File: src/rtl/mc_control_unit_pkg.sv
// ---------------------------------------------------------------------------
// mc_ctrl_pkg
// Shared types and constants for the multicycle MIPS-subset control unit:
// the 13-state FSM encoding, the instruction opcodes the FSM understands,
// and the encodings of the ALUOp, ALUSrcB and PCSource datapath selects.
// ---------------------------------------------------------------------------
package mc_ctrl_pkg;

  // Four-bit binary state encoding; 4'd13..4'd15 are unused and recover to FETCH.
  typedef enum logic [3:0] {
    S_FETCH     = 4'd0,
    S_DECODE    = 4'd1,
    S_R_EXEC    = 4'd2,
    S_R_WB      = 4'd3,
    S_I_EXEC    = 4'd4,
    S_I_WB      = 4'd5,
    S_MEM_ADDR  = 4'd6,
    S_MEM_READ  = 4'd7,
    S_MEM_WB    = 4'd8,
    S_MEM_WRITE = 4'd9,
    S_BRANCH    = 4'd10,
    S_JUMP      = 4'd11,
    S_TRAP      = 4'd12
  } state_t;

  // Opcodes as they appear in IR[31:26]; zero-extended to the opcode width in use.
  localparam logic [5:0] OP_RTYPE = 6'b000000;
  localparam logic [5:0] OP_ADDI  = 6'b001000;
  localparam logic [5:0] OP_LW    = 6'b100011;
  localparam logic [5:0] OP_SW    = 6'b101011;
  localparam logic [5:0] OP_BEQ   = 6'b000100;
  localparam logic [5:0] OP_BNE   = 6'b000101;
  localparam logic [5:0] OP_J     = 6'b000010;

  localparam logic [1:0] ALUOP_ADD   = 2'b00;
  localparam logic [1:0] ALUOP_SUB   = 2'b01;
  localparam logic [1:0] ALUOP_FUNCT = 2'b10;

  localparam logic [1:0] ALUB_REG    = 2'b00;
  localparam logic [1:0] ALUB_FOUR   = 2'b01;
  localparam logic [1:0] ALUB_IMM    = 2'b10;
  localparam logic [1:0] ALUB_IMM_SH = 2'b11;

  localparam logic [1:0] PCSRC_ALU    = 2'b00;
  localparam logic [1:0] PCSRC_ALUOUT = 2'b01;
  localparam logic [1:0] PCSRC_JUMP   = 2'b10;

endpackage

File: src/rtl/mc_control_unit_if.sv
// ---------------------------------------------------------------------------
// mc_control_unit_if
// Bundle between the control unit and the datapath/memory.
//   opCode, mem_ready          : datapath -> control (IR opcode, memory done)
//   mem_req .. PCSource        : control -> datapath (selects and enables)
//   instr_done, illegal        : control status
// modport master: the control unit.  modport slave: the datapath side.
// ---------------------------------------------------------------------------
interface mc_control_unit_if #(
  parameter int OP_W = 6
);
  logic [OP_W-1:0] opCode;
  logic            mem_ready;
  logic            mem_req;
  logic            PCWrite;
  logic            PCWriteCond;
  logic            BranchNe;
  logic            IorD;
  logic            MemWrite;
  logic            MemtoReg;
  logic            IRWrite;
  logic            RegWrite;
  logic            RegDst;
  logic            ALUSrcA;
  logic [1:0]      ALUSrcB;
  logic [1:0]      ALUOp;
  logic [1:0]      PCSource;
  logic            instr_done;
  logic            illegal;

  modport master (
    input  opCode, mem_ready,
    output mem_req, PCWrite, PCWriteCond, BranchNe, IorD, MemWrite, MemtoReg,
           IRWrite, RegWrite, RegDst, ALUSrcA, ALUSrcB, ALUOp, PCSource,
           instr_done, illegal
  );

  modport slave (
    output opCode, mem_ready,
    input  mem_req, PCWrite, PCWriteCond, BranchNe, IorD, MemWrite, MemtoReg,
           IRWrite, RegWrite, RegDst, ALUSrcA, ALUSrcB, ALUOp, PCSource,
           instr_done, illegal
  );
endinterface

File: src/rtl/mc_control_unit.sv
// ---------------------------------------------------------------------------
// mc_control_unit
// Multicycle MIPS-subset control FSM (R-type, ADDI, LW, SW, BEQ, BNE, J) for
// a shared-ALU, single-memory datapath, with a memory wait-state handshake
// and a sticky illegal-opcode trap.
// Ports:
//   clk    : clock
//   reset  : synchronous active-high reset; also forces every output to 0
//   bus    : mc_control_unit_if.master (opCode/mem_ready in, all selects,
//            enables and status out)
// Parameters:
//   OP_W            : opcode width (must match the interface)
//   TRAP_ON_ILLEGAL : 1 = unknown opcode traps, 0 = treated as a NOP
// ---------------------------------------------------------------------------
module mc_control_unit
  import mc_ctrl_pkg::*;
#(
  parameter int OP_W            = 6,
  parameter bit TRAP_ON_ILLEGAL = 1'b1
) (
  input  logic              clk,
  input  logic              reset,
  mc_control_unit_if.master bus
);

  localparam logic [OP_W-1:0] OPC_R    = OP_W'(OP_RTYPE);
  localparam logic [OP_W-1:0] OPC_ADDI = OP_W'(OP_ADDI);
  localparam logic [OP_W-1:0] OPC_LW   = OP_W'(OP_LW);
  localparam logic [OP_W-1:0] OPC_SW   = OP_W'(OP_SW);
  localparam logic [OP_W-1:0] OPC_BEQ  = OP_W'(OP_BEQ);
  localparam logic [OP_W-1:0] OPC_BNE  = OP_W'(OP_BNE);
  localparam logic [OP_W-1:0] OPC_J    = OP_W'(OP_J);

  state_t r_state;
  state_t w_nextState;

  logic w_isR, w_isAddi, w_isLw, w_isSw, w_isBeq, w_isBne, w_isJ;

  // Opcode decode, shared by the next-state and output logic.
  always_comb begin
    w_isR    = (bus.opCode == OPC_R);
    w_isAddi = (bus.opCode == OPC_ADDI);
    w_isLw   = (bus.opCode == OPC_LW);
    w_isSw   = (bus.opCode == OPC_SW);
    w_isBeq  = (bus.opCode == OPC_BEQ);
    w_isBne  = (bus.opCode == OPC_BNE);
    w_isJ    = (bus.opCode == OPC_J);
  end

  // Next-state logic. mem_ready only matters in the three memory states;
  // TRAP is absorbing and any unused encoding recovers to FETCH.
  always_comb begin
    w_nextState = r_state;
    case (r_state)
      S_FETCH:     if (bus.mem_ready) w_nextState = S_DECODE;
      S_DECODE: begin
        if (w_isR)                     w_nextState = S_R_EXEC;
        else if (w_isAddi)             w_nextState = S_I_EXEC;
        else if (w_isLw || w_isSw)     w_nextState = S_MEM_ADDR;
        else if (w_isBeq || w_isBne)   w_nextState = S_BRANCH;
        else if (w_isJ)                w_nextState = S_JUMP;
        else if (TRAP_ON_ILLEGAL)      w_nextState = S_TRAP;
        else                           w_nextState = S_FETCH;
      end
      S_R_EXEC:    w_nextState = S_R_WB;
      S_R_WB:      w_nextState = S_FETCH;
      S_I_EXEC:    w_nextState = S_I_WB;
      S_I_WB:      w_nextState = S_FETCH;
      S_MEM_ADDR:  w_nextState = w_isLw ? S_MEM_READ : S_MEM_WRITE;
      S_MEM_READ:  if (bus.mem_ready) w_nextState = S_MEM_WB;
      S_MEM_WB:    w_nextState = S_FETCH;
      S_MEM_WRITE: if (bus.mem_ready) w_nextState = S_FETCH;
      S_BRANCH:    w_nextState = S_FETCH;
      S_JUMP:      w_nextState = S_FETCH;
      S_TRAP:      w_nextState = S_TRAP;
      default:     w_nextState = S_FETCH;
    endcase
  end

  // State register; reset abandons whatever instruction is in flight.
  always_ff @(posedge clk) begin
    if (reset) r_state <= S_FETCH;
    else       r_state <= w_nextState;
  end

  // Output decode. Everything is Moore from r_state except the FETCH
  // IR/PC load and the SW completion pulse, which follow mem_ready. The
  // whole block is masked by reset so no enable fires on a reset cycle.
  always_comb begin
    bus.mem_req     = 1'b0;
    bus.PCWrite     = 1'b0;
    bus.PCWriteCond = 1'b0;
    bus.BranchNe    = 1'b0;
    bus.IorD        = 1'b0;
    bus.MemWrite    = 1'b0;
    bus.MemtoReg    = 1'b0;
    bus.IRWrite     = 1'b0;
    bus.RegWrite    = 1'b0;
    bus.RegDst      = 1'b0;
    bus.ALUSrcA     = 1'b0;
    bus.ALUSrcB     = ALUB_REG;
    bus.ALUOp       = ALUOP_ADD;
    bus.PCSource    = PCSRC_ALU;
    bus.instr_done  = 1'b0;
    bus.illegal     = 1'b0;
    if (!reset) begin
      case (r_state)
        S_FETCH: begin
          bus.mem_req = 1'b1;
          bus.ALUSrcB = ALUB_FOUR;
          bus.IRWrite = bus.mem_ready;
          bus.PCWrite = bus.mem_ready;
        end
        S_DECODE: begin
          bus.ALUSrcB = ALUB_IMM_SH;
          if (!TRAP_ON_ILLEGAL)
            bus.instr_done = !(w_isR || w_isAddi || w_isLw || w_isSw ||
                               w_isBeq || w_isBne || w_isJ);
        end
        S_R_EXEC: begin
          bus.ALUSrcA = 1'b1;
          bus.ALUOp   = ALUOP_FUNCT;
        end
        S_R_WB: begin
          bus.RegDst     = 1'b1;
          bus.RegWrite   = 1'b1;
          bus.instr_done = 1'b1;
        end
        S_I_EXEC, S_MEM_ADDR: begin
          bus.ALUSrcA = 1'b1;
          bus.ALUSrcB = ALUB_IMM;
        end
        S_I_WB: begin
          bus.RegWrite   = 1'b1;
          bus.instr_done = 1'b1;
        end
        S_MEM_READ: begin
          bus.mem_req = 1'b1;
          bus.IorD    = 1'b1;
        end
        S_MEM_WB: begin
          bus.MemtoReg   = 1'b1;
          bus.RegWrite   = 1'b1;
          bus.instr_done = 1'b1;
        end
        S_MEM_WRITE: begin
          bus.mem_req    = 1'b1;
          bus.IorD       = 1'b1;
          bus.MemWrite   = 1'b1;
          bus.instr_done = bus.mem_ready;
        end
        S_BRANCH: begin
          bus.ALUSrcA     = 1'b1;
          bus.ALUOp       = ALUOP_SUB;
          bus.PCSource    = PCSRC_ALUOUT;
          bus.PCWriteCond = 1'b1;
          bus.BranchNe    = w_isBne;
          bus.instr_done  = 1'b1;
        end
        S_JUMP: begin
          bus.PCSource   = PCSRC_JUMP;
          bus.PCWrite    = 1'b1;
          bus.instr_done = 1'b1;
        end
        S_TRAP:  bus.illegal = 1'b1;
        default: ;
      endcase
    end
  end

endmodule

File: src/flat_wrapper.sv
// flat-port wrapper written by rule: the top's interface ports become plain ports
module mc_control_unit_flat import mc_ctrl_pkg::*;
#(
  parameter int OP_W            = 6,
  parameter bit TRAP_ON_ILLEGAL = 1'b1
)
  (clk, reset, bus_opCode, bus_mem_ready, bus_mem_req, bus_PCWrite, bus_PCWriteCond, bus_BranchNe, bus_IorD, bus_MemWrite, bus_MemtoReg, bus_IRWrite, bus_RegWrite, bus_RegDst, bus_ALUSrcA, bus_ALUSrcB, bus_ALUOp, bus_PCSource, bus_instr_done, bus_illegal);
  mc_control_unit_if #(.OP_W(OP_W)) bus_i ();
  input  logic clk;
  input  logic reset;
  input wire logic [$bits(bus_i.opCode)-1:0] bus_opCode;
  input wire logic [$bits(bus_i.mem_ready)-1:0] bus_mem_ready;
  output wire logic [$bits(bus_i.mem_req)-1:0] bus_mem_req;
  output wire logic [$bits(bus_i.PCWrite)-1:0] bus_PCWrite;
  output wire logic [$bits(bus_i.PCWriteCond)-1:0] bus_PCWriteCond;
  output wire logic [$bits(bus_i.BranchNe)-1:0] bus_BranchNe;
  output wire logic [$bits(bus_i.IorD)-1:0] bus_IorD;
  output wire logic [$bits(bus_i.MemWrite)-1:0] bus_MemWrite;
  output wire logic [$bits(bus_i.MemtoReg)-1:0] bus_MemtoReg;
  output wire logic [$bits(bus_i.IRWrite)-1:0] bus_IRWrite;
  output wire logic [$bits(bus_i.RegWrite)-1:0] bus_RegWrite;
  output wire logic [$bits(bus_i.RegDst)-1:0] bus_RegDst;
  output wire logic [$bits(bus_i.ALUSrcA)-1:0] bus_ALUSrcA;
  output wire logic [$bits(bus_i.ALUSrcB)-1:0] bus_ALUSrcB;
  output wire logic [$bits(bus_i.ALUOp)-1:0] bus_ALUOp;
  output wire logic [$bits(bus_i.PCSource)-1:0] bus_PCSource;
  output wire logic [$bits(bus_i.instr_done)-1:0] bus_instr_done;
  output wire logic [$bits(bus_i.illegal)-1:0] bus_illegal;
  assign bus_i.opCode = bus_opCode;
  assign bus_i.mem_ready = bus_mem_ready;
  assign bus_mem_req = bus_i.mem_req;
  assign bus_PCWrite = bus_i.PCWrite;
  assign bus_PCWriteCond = bus_i.PCWriteCond;
  assign bus_BranchNe = bus_i.BranchNe;
  assign bus_IorD = bus_i.IorD;
  assign bus_MemWrite = bus_i.MemWrite;
  assign bus_MemtoReg = bus_i.MemtoReg;
  assign bus_IRWrite = bus_i.IRWrite;
  assign bus_RegWrite = bus_i.RegWrite;
  assign bus_RegDst = bus_i.RegDst;
  assign bus_ALUSrcA = bus_i.ALUSrcA;
  assign bus_ALUSrcB = bus_i.ALUSrcB;
  assign bus_ALUOp = bus_i.ALUOp;
  assign bus_PCSource = bus_i.PCSource;
  assign bus_instr_done = bus_i.instr_done;
  assign bus_illegal = bus_i.illegal;
  mc_control_unit #(.OP_W(OP_W), .TRAP_ON_ILLEGAL(TRAP_ON_ILLEGAL)) u_core (.clk(clk), .reset(reset), .bus(bus_i));
endmodule
File: config.mk
export PLATFORM = sky130hd
export DESIGN_NAME = mc_control_unit_flat
export DESIGN_NICKNAME = d
export VERILOG_FILES = /design/src/rtl/mc_control_unit_pkg.sv /design/src/rtl/mc_control_unit_if.sv /design/src/rtl/mc_control_unit.sv /design/src/flat_wrapper.sv
export SDC_FILE = /design/constraint.sdc
export NUM_CORES = 1
export LEC_CHECK = 0
export CAP_MARGIN = 5
export CORE_MARGIN = 3
export CORE_UTILIZATION = 36
export DETAILED_ROUTE_END_ITERATION = 16
export PLACE_DENSITY = 0.74
export SLEW_MARGIN = 20
export SYNTH_ARGS = -nofsm -noshare
export SYNTH_HDL_FRONTEND = slang
export SYNTH_SLANG_ARGS = --single-unit
File: constraint.sdc
create_clock -name clk -period 1.5 [get_ports clk]
set_input_delay 0.3 -clock clk [delete_from_list [all_inputs] [get_ports clk]]
set_output_delay 0.3 -clock clk [all_outputs]
set_load 0.02 [all_outputs]
==> impl_metrics.csv, run 1 <==
group,metric,value,unit
outcome,outcome,"did not finish",
outcome,failing_step,"4_1_cts",
outcome,error,"[ERROR DPL-0038] Utilization greater than 100%, impossible to legalize",
placed_design,dpl.hpwl,2020,um
synth,syn-num-nets,96,
cts,numCtsBuffers,3,
cts,clock_sinks,4,
placed_design,dp_cells,164,
die,initial_core_util,0.391,
synth,synth_seq_cells,4,
synth,yosys_warnings,0,
placed_design,port_buffers,27,
die,ios,28,
synth,synth.cell_area,603,um2
die,fp.dieW,46.9,um
placed_design,gp_congestion,0.866,
die,die_y,46.9,um
cts,cts_resized,156,
cts,cts_max_path_buffers,2,
synth,syn_inst,87,
synth,seq_area_frac_synth,0.133,
synth,synthesis.area_per_instance,6.93,um2
placed_design,post-place-ws,-802,ps
die,rows,14,
cts,h-tree-depth,1,
cts,postCtsSetupBuffers,9,
synth,synthDistinctLibCells,38,
cts,hold_buffers,0,
cts,clockRootBuffer,"clkbuf_4",
-- cell usage after synthesis --
cell,number,share of area
buf_1,1,0.0062
a2111oi_4,1,0.046
nor4bb_1,1,0.017
clkbuf_1,5,0.031
o311a_1,1,0.017
a2111oi_0,1,0.015
nor3b_1,1,0.012
and3b_1,1,0.015
buf_6,1,0.019
nand3b_1,1,0.012
o22a_1,2,0.029
o32ai_1,2,0.029
nand2_1,3,0.019
or3_1,1,0.010
nand4b_1,1,0.015
nand3_1,1,0.0083
o211ai_1,2,0.025
mux2i_1,1,0.017
mux2_2,2,0.037
nor3_1,8,0.066
and4_1,1,0.015
a21oi_1,6,0.050
a21boi_0,1,0.012
o21ai_0,3,0.025
a311o_2,1,0.019
inv_1,3,0.019
nor2_1,12,0.075
a31oi_1,1,0.010
nor2b_1,3,0.031
nor4_1,4,0.041
nand2b_1,4,0.041
buf_4,1,0.012
dfxtp_1,4,0.13
and2_0,1,0.010
or2_2,2,0.021
or4_4,1,0.019
buf_2,1,0.0083
a41oi_1,1,0.015
-- logic make-up after synthesis --
family                 Yosys count  synth area share
muxes                            3            0.0539
and+or+nand+nor                 46             0.427
DFF                              4             0.133
buffers and inverters           12            0.0954
AOI/OAI and AO/OA               22             0.290
-- through the flow --
step | TNS (ps) | cell area, um2
detailed placement | -14390 | 1300
floorplan | -712 | 758
global placement | -13960 | 1300
==> run 2: changes to the inputs <==
CORE_AREA = 3 3 64 66   (was default)
CORE_MARGIN = default   (was 3)
CORE_UTILIZATION = default   (was 36)
DIE_AREA = 0 0 67 69   (was default)
PLACE_DENSITY = default   (was 0.74)
PLACE_DENSITY_LB_ADDON = 0.15   (was default)
clock period = 1.95 ns   (was 1.5 ns; I/O delays follow)
==> impl_metrics.csv, run 2 <==
group,metric,value,unit
synth,seq_area_frac_synth,0.133,
sta,max_slew_margin,0.745,
synth,synth.area.top_cells,"dfxtp_1 13%, nor2_1 7.5%, nor3_1 6.6%",
placed_design,port_buffers,27,
synth,syn-num-nets,96,
final_layout,regArea,85.1,um2
synth,synthesis.area_per_instance,6.93,um2
sta,post-route-period-util,0.963,
pwr,ir_drop,193,uV
synth,syn_inst,87,
die,fp.dieW,67,um
final_layout,n_antenna_cell,0,
final_layout,largest_reg_flops,4,
die,ios,28,
pwr,cellPowerDensity,498,mW/mm2
sta,hold_viol_final,0,
grt,grt_max_degree,11,
worst_setup_path,worstSetupStartpointType,"flop",
worst_hold_path,hp-class,"in -> reg",
cts,cts_max_path_buffers,2,
synth,yosys_most_used_dff,"dfxtp_1",
pwr,p_total,0.000609,W
sta,fmax,532,MHz
sta,skew,0.458,ps
outcome,outcome,"finished clean",
synth,synth_top_cell_area_share,0.133,
worst_setup_path,required,1560,ps
worst_setup_path,cp.arrival,1490,ps
worst_setup_path,end_kind,"output pin",
cts,clockRootBuffer,"clkbuf_8",
final_layout,top_register,"u_core.r_state",
die,die_y,69,um
cts,cts_tree,"built",
grt,antenna_found_initial,0,
die,rows,22,
sta,worst_pin_slew,381,ps
sta,tns,0,ps
final_layout,n_fill_cell,423,
synth,synthDistinctLibCells,38,
placed_design,gp_congestion,0.807,
synth,async_reset_ff_frac,0,
sta,finalMaxSlewViolations,0,
synth,synth_edf_count,0,
placed_design,dpl.hpwl,1920,um
synth,synth_top_area_cell,"dfxtp_1",
final_layout,layout_commonest_cell,"buf_4",
final_layout,multiInputGateArea,504,um2
grt,grt-ovfl-total,0,
placed_design,dp_cells,192,
cts,clock_sinks,4,
synth,synth_seq_cells,4,
final_layout,reg_top3,"u_core.r_state (4)",
synth,yosys_warnings,0,
final_layout,final_cells,196,
grt,grt_pass1_vias,939,
flow_run,cap_violations,0,
final_layout,area_growth,103,%
detailed_routing,route.detailed.drc,0,
sta,period_needed,1880,ps
placed_design,placed_area,0.00119,mm2
synth,synth.cell_area,603,um2
die,initial_core_util,0.166,
cts,clk_pin_slew,30,ps
die,die_area,0.00462,mm2
worst_setup_path,worstSetupPathType,"reg -> out",
detailed_routing,drt-total-wl,2330,um
synth,synthTopCellsByCount,"12 x nor2_1, 8 x nor3_1, 6 x a21oi_1, 5 x clkbuf_1",
cts,numCtsBuffers,3,
final_layout,fin_area,0.00122,mm2
detailed_routing,firstDrtPassIters,4,
worst_setup_path,cp_max_fo,4,
cts,clkLatencyLatePin,210,ps
grt,grt_pass1_wl,3920,um
final_layout,final_nets,159,
detailed_routing,drt_iter0_drc,11,
detailed_routing,vias,883,
sta,setup_viol,0,
detailed_routing,viasPerCell,4.51,
cts,h-tree-depth,1,
synth,yosysMostFrequentCell,"nor2_1",
pwr,p_leak,0.566,nW
detailed_routing,antenna_left,0,
grt,grt_use_total,0.108,
final_layout,layout_common_cells,"41 x buf_4, 11 x nor2_1, 9 x clkbuf_2",
sta,rsz0062_at_grt,"true",
cts,hold_buffers,0,
die,coreArea,0.00363,mm2
detailed_routing,wl_per_cell,11.9,um
final_layout,drive_above_1_share,0.527,
[run 2: cell counts after synthesis]
Identical to the previous run, type by type.
[run 2: worst paths after layout]
check | from | endpoint | slack [ps] | cells after the start
min | bus_opCode[1] | u_core.r_state[0] | 700 | 4
max | u_core.r_state[1] | bus_IRWrite | 70 | 4
max reg2reg | u_core.r_state[0] | u_core.r_state[2] | 130 | 5
min reg2reg | u_core.r_state[3] | u_core.r_state[0] | 720 | 2
[run 2: critical path, cell delays in order, from the launching register on]
cell	delay (ps)
dfxtp_2	330
buf_4	150
nor4_2	320
and3b_1	210
clkdlybuf4s15_2	260
[run 2: cell families (layout without fill, tap and decap cells)]
group                  after synthesis  in the layout  synth area share
AND/OR/NAND/NOR                     46             46             0.427
AO/OA/AOI/OAI                       22             22             0.290
buffers and inverters               12             73            0.0954
flip-flops                           4              4             0.133
multiplexers                         3              3            0.0539
[run 2: repair_timing]
action	4_1_cts	5_1_grt
pin swaps	3	4
gates cloned	0	0
gates resized for setup	50	35
endpoints found under the setup margin	22	20
buffers inserted	1	0
[run 2: area by class of cell]
cell class,count,area share
tap,48,0.0491
clock buffer,3,0.0338
inverter,3,0.00921
multi-input combinational,71,0.412
sequential,4,0.0696
timing repair buffer,67,0.426
[run 2: stage by stage]
stage,hold slack (ps),setup WS (ps),util
floorplan,581,-98.7,-
global placement,783,-625,0.328
detailed placement,768,-622,0.328
CTS,719,-7.01,0.340
global route,742,-2.74,0.336
finish,703,71.3,0.336
[run 2: power breakdown]
group          leakage (nW)  internal [W]  total (W)  switching (W)
clock network        0.0216      0.000131   0.000168      0.0000373
registers            0.0344     0.0000939   0.000113      0.0000187
logic                 0.510      0.000170   0.000328       0.000158
[run 2: per-layer routing]
layer / vias to the layer above / share of wire / global-route usage / routed length, um
li1: 451 / - / - / -
met1: 403 / 0.42 / 0.122 / 978
met2: 23 / 0.51 / 0.192 / 1200
met3: 6 / 0.037 / 0.00651 / 86
met4: 0 / 0.028 / 0.0631 / 65
met5: - / 0 / 0 / 0
(Power assumes the default switching activity.)
